$ cat src/rtl/alu.sv
// RV32I-style execute-stage ALU: combinational result and flags from {funct7[5], funct3},
// plus one registered sticky bit recording any signed ADD/SUB overflow since reset.
module alu #(
  parameter int N               = 32,
  parameter int ALU_FUNCT_WIDTH = 4
) (
  input  logic                       clk,
  input  logic                       rst_n,
  input  logic [N-1:0]               x,
  input  logic [N-1:0]               y,
  input  logic [ALU_FUNCT_WIDTH-1:0] funct,
  output logic [N-1:0]               z,
  output logic                       equal,
  output logic                       zero,
  output logic                       overflow,
  output logic                       ovf_sticky
);

  localparam int S = $clog2(N);

  typedef enum logic [ALU_FUNCT_WIDTH-1:0] {
    FN_ADD  = 4'b0000,
    FN_SLL  = 4'b0001,
    FN_SLT  = 4'b0010,
    FN_SLTU = 4'b0011,
    FN_XOR  = 4'b0100,
    FN_SRL  = 4'b0101,
    FN_OR   = 4'b0110,
    FN_AND  = 4'b0111,
    FN_SUB  = 4'b1000,
    FN_SRA  = 4'b1101
  } funct_e;

  logic [N-1:0] sum;
  logic [N-1:0] diff;
  logic [S-1:0] shamt;
  logic         lt_signed;
  logic         lt_unsigned;
  logic         ovf_add;
  logic         ovf_sub;
  logic         ovf_sticky_d;
  logic         ovf_sticky_q;

  assign sum         = x + y;
  assign diff        = x - y;
  // Only the low log2(N) bits of y select the shift; upper bits are ignored.
  assign shamt       = y[S-1:0];
  assign lt_signed   = $signed(x) < $signed(y);
  assign lt_unsigned = x < y;

  // Operands of equal sign producing a result of the other sign (SUB flips y's sign).
  assign ovf_add = (x[N-1] == y[N-1]) && (sum[N-1]  != x[N-1]);
  assign ovf_sub = (x[N-1] != y[N-1]) && (diff[N-1] != x[N-1]);

  // NOTE: every output of this always_comb is assigned a default first, so
  // unlisted function codes (and any future case edits) can never infer a latch.
  always_comb begin
    z        = '0;
    overflow = 1'b0;
    case (funct)
      FN_ADD:  begin z = sum;  overflow = ovf_add; end
      FN_SUB:  begin z = diff; overflow = ovf_sub; end
      FN_SLL:  z = x << shamt;
      FN_SLT:  z = {{(N-1){1'b0}}, lt_signed};
      FN_SLTU: z = {{(N-1){1'b0}}, lt_unsigned};
      FN_XOR:  z = x ^ y;
      FN_SRL:  z = x >> shamt;
      FN_SRA:  z = $unsigned($signed(x) >>> shamt);
      FN_OR:   z = x | y;
      FN_AND:  z = x & y;
      default: begin z = '0; overflow = 1'b0; end
    endcase
  end

  assign equal = (x == y);
  assign zero  = (z == '0);

  assign ovf_sticky_d = ovf_sticky_q | overflow;

  // NOTE: sequential state uses non-blocking assignments only; reset is synchronous
  // and checked first, so it wins over an overflow arriving in the same cycle.
  always_ff @(posedge clk) begin
    if (!rst_n) ovf_sticky_q <= 1'b0;
    else        ovf_sticky_q <= ovf_sticky_d;
  end

  assign ovf_sticky = ovf_sticky_q;

endmodule

$ cat config.mk
export PLATFORM = sky130hd
export DESIGN_NAME = alu
export DESIGN_NICKNAME = d
export VERILOG_FILES = /design/src/rtl/alu.sv
export SDC_FILE = /design/constraint.sdc
export NUM_CORES = 1
export LEC_CHECK = 0
export BUFFER_PORTS_ARGS = -buffer_cell sky130_fd_sc_hd__buf_2
export CORE_MARGIN = 8
export CORE_UTILIZATION = 56
export CTS_BUF_LIST = sky130_fd_sc_hd__clkbuf_4 sky130_fd_sc_hd__clkbuf_8 sky130_fd_sc_hd__clkbuf_16
export DETAILED_ROUTE_END_ITERATION = 7
export MAX_ROUTING_LAYER = met4
export PLACE_DENSITY = 0.83
export SYNTH_ARGS = -nofsm -noshare
export SYNTH_HDL_FRONTEND = slang
export SYNTH_SLANG_ARGS = --single-unit
export TNS_END_PERCENT = 50
$ cat constraint.sdc
create_clock -name clk -period 5.59 [get_ports clk]
set_input_delay 0 -clock clk [delete_from_list [all_inputs] [get_ports clk]]
set_output_delay 0 -clock clk [all_outputs]
set_load 0.02 [all_outputs]
### Yosys cells after proc, flatten, opt, wreduce, memory -nomap -nowiden

Cells that the tools add are included.

* register bits after elaboration: 1
* output and inout port bits: 36

* add/sub/neg operators: 2
* magnitude comparators: 2
* equal/unequal tests: 14
* shift-type cells: 3
* mux-type cells: 2
* bitwise logic cells: 4
* reduce and logical (&&, ||, !) cells: 4

Operators with widths (number)
* one-hot mux 32 bit (10 select lines): 1
* less-than comparator 32 bit: 2
* adder 32 bit: 1
* AND 32 bit: 1
* equality test 32 bit: 1
* logical NOT 32 bit: 1
* bitwise OR 32 bit: 1
* left shift 32 x 5 -> 32 bit: 1
* right shift 32 x 5 -> 32 bit: 1
* >>> shifter 32 x 5 -> 32 bit: 1
* subtractor 32 bit: 1
* bitwise XOR 32 bit: 1
* equality test 4 x 3 -> 1 bit, second input constant: 4
* equality test 4 x 2 -> 1 bit, second input constant: 2
* equality test 4 bit, second input constant: 2
* equality test 4 x 1 -> 1 bit, second input constant: 1
* logical NOT 4 bit: 1
* inequality test 1 bit: 3
* logical AND 1 bit: 2
* one-hot mux 1 bit (2 select lines): 1
* equality test 1 bit: 1
* bitwise OR 1 bit: 1

### Depth between registers and ports, before layout

* word-level depth: 5
* depth in mapped cells: 18

### Worst setup path after synthesis

Ideal clock, no wire load.

* kind: input port to output port
* from: input port y[2]
* to: output port zero
* data arrival time: 4935 ps
* slack: 655 ps
* stages: 17
* cells stage by stage: buf_2 inv_1 buf_2 buf_1 clkbuf_1 ha_1 buf_2 or3_1 a31oi_1 nor4_1 o21ba_1 a21o_1 a221o_1 or4_1 or4_1 or4_1 nor4_2

* longest elaborated chain between the ends: 3
* elaborated cells on any way between the ends: 12
* those cells by class: add/sub (2); order compare (2); shift (3); mux (1); bitwise (3); reduce/logical (1)

Ends and longest elaborated chain
* start, declared: RTL line 10 `input logic [N-1:0] y,`
* subtractor 32 bit (tied with other cells): RTL line 45 `assign diff = x - y;`
* one-hot mux 32 bit (10 select lines) (*): RTL line 60 `case (funct)`
* via z[13]: RTL line 12 `output logic [N-1:0] z,`
* logical NOT 32 bit (*): RTL line 76 `assign zero = (z == '0);`
* end, declared: RTL line 14 `output logic zero,`

Mark *: on every way through the listed nets, which the timed path passes. The rest lies on a longest branch.

### Worst setup path after layout

* from: input port y[0]
* to: output port zero

* longest elaborated chain between the ends: 3
* elaborated cells on any way between the ends: 12
* those cells by class: add/sub (2); order compare (2); shift (3); mux (1); bitwise (3); reduce/logical (1)

Ends and longest elaborated chain (RTL line)
* subtractor 32 bit (tied with other cells): 45
* one-hot mux 32 bit (10 select lines) (*): 60
* logical NOT 32 bit (*): 76

Mark *: on every way between the ends. The rest lies on a longest branch, timed or not.

==> flow_summary.yaml <==
setup_path:
  cp-start-kind: "input pin"
  slowest_stage: "or4_1"
  r2r_start: "ovf_sticky"
  max_stage_delay_ns: 0.64
  crit_arrival_ns: 4.78
  worstPathMaxFanout: 67
  cp_common_cell: "or4_1"
  cp.required_ns: 5.59
  crit_path_start: "y[0]"
  cp-end-kind: "primary output"
  crit_type: "in -> out"
  crit_chain: "buf_2 > buf_12 > inv_1 > ha_1 > mux2i_1 > o211a_1 > o22ai_1 > o32ai_1 > o211ai_1 > or4_1 > or4_1 > or4_1 > nor4_2 > buf_2"
die:
  start_util_pct: 57.2
  core_area_sq_um: 16600
  num_rows: 47
  die_w_microns: 146
  pin_count: 106
  fp.dieH_microns: 146
  die_area_sq_um: 21300
sta:
  fmax_mhz: 209
  finalCriticalPeriod_ns: 4.78
  fin_crit_sh_pct: 85.5
  timing.hold.ws_ns: 0.204
  relSlewSlack_pct: 34.9
  fin_skew_ns: 0
  rsz0062_at_grt: "no"
  finalSetupViolCount: 0
  hold_viol: 0
  tightest_slew_ns: 0.977
  setup_tns_ns: 0
  maxSlewViolCount: 0
synthesis:
  ys_ff_latch: 1
  synth-edff-count: 0
  synth_nets: 1641
  yosys_warnings: 0
  ys.flop_type: "dfxtp_1"
  synth.distinct_cells: 84
  netlist_area_sq_um: 9480
  synthCells: 1471
  syn_avg_cell_area_sq_um: 6.44
  ys_seq_area_share_pct: 0.211
  async_reset_ff_share_pct: 0
hold_path:
  hp-class: "in -> reg"
  hold_start: "rst_n"
clock_network:
  cts_resized: 0
  post_cts_buffers: 0
  clk_pin_slew_ns: 0
  cts_hold_buffers: 0
  clk_latency_ns: 0
drt:
  firstDrtPassIters: 8
  initialDrtViolationCount: 2127
  via_per_inst: 7.50
  routed_wl_microns: 46300
  ant_nets: 0
  drc: 0
  dr_total_vias: 12790
  post_drt_wl_per_cell_microns: 27.1
finish:
  largest_register_ffs: 1
  mostFrequentLayoutCell: "nor2_1"
  syn_to_final_growth_pct: 5.36
  drive_gt1_share_pct: 13.5
  layout_common_cells: "181 x nor2_1, 160 x nand2_1, 131 x a21oi_1, 104 x buf_2, 103 x o21ai_0"
  fin_nets: 1657
  fin_util_pct: 60.2
global_routing:
  grt_pass1_wl_microns: 69100
  grt_usage_pct: 41.6
  grt_max_degree: 94
  grt_pass1_vias: 11481
  grt_overflow: 0
  antenna_found_initial: 3
placement:
  place.gp.congestion: 1.12
  dp_hpwl_microns: 36500
  portBuffers: 105
flow_run:
  drv_cap: 0
run_status:
  status: "completed"
per-layer routing:
metal  vias up  part of all wire (%)  global-route usage [%]
met5         -                     0                       -
met4         0                   6.4                    19.0
met3       276                    15                    10.3
met2      1129                    41                    60.6
met1      5859                    37                    53.4
li1       5526                     -                       -
logic make-up after synthesis:
| logic type | Yosys count | share of synthesized area [%] |
|---|---|---|
| AO/OA/AOI/OAI | 525 | 37.1 |
| AND/OR/NAND/NOR | 520 | 25.2 |
| buffers and inverters | 214 | 9.33 |
| adder cells (fa/ha/maj) | 100 | 13.4 |
| multiplexers | 97 | 13.6 |
| XOR/XNOR | 14 | 1.29 |
| flip-flops | 1 | 0.211 |
synth_stat cells (all sizes together), types with 9 or more instances:
cell type | n | area, sq um
a2111oi | 10 | 106
a211o | 11 | 96.3
a211oi | 29 | 223
a21o | 20 | 150
a21oi | 131 | 656
a221oi | 14 | 123
a31oi | 20 | 125
buf | 47 | 258
clkbuf | 67 | 251
ha | 98 | 1230
inv | 100 | 375
mux2 | 23 | 259
mux2i | 51 | 510
mux4 | 23 | 518
nand2 | 160 | 601
nand2b | 15 | 93.8
nand3 | 32 | 160
nand4 | 13 | 81.3
nor2 | 182 | 683
nor2b | 16 | 100
nor3 | 32 | 160
nor4 | 16 | 128
o211ai | 26 | 195
o21ai | 107 | 536
o221ai | 14 | 129
o22ai | 27 | 169
o31ai | 18 | 135
or3 | 14 | 87.6
or4 | 9 | 67.6
xnor2 | 14 | 123
through the flow:
stage               setup slack (ns)  instances  cell area, sq um
global route                   0.713       1706              9990
detailed placement             0.998       1705              9990
floorplan                      0.655       1471              9480
finish                         0.811       1706              9990
global placement                1.07       1705              9990
CTS                             1.00       1705              9990
final timing paths:
check	end	slack, ns	depth (start not counted)
setup reg to reg	ovf_sticky	5.02	1
hold / removal	ovf_sticky	0.20	2
setup / recovery	zero	0.81	14
hold reg to reg	ovf_sticky	0.45	1
area by class of cell:
| cell class | instances | area, sq um |
|---|---|---|
| well taps | 220 | 275 |
| fillers | 1642 | 6600 |
| diodes | 1 | 2.50 |
| flip-flops and latches | 1 | 20.0 |
| multi-input cells | 1256 | 8590 |
| repair buffers | 128 | 726 |
| inverters | 100 | 375 |
critical path, delay by kind of cell:
| kind | cells | cell delay [ns] |
|---|---|---|
| buf+inv | 4 | 0.83 |
| simple gates | 4 | 1.92 |
| compound gates | 4 | 1.14 |
| fa+ha+maj | 1 | 0.26 |
| mux | 1 | 0.58 |
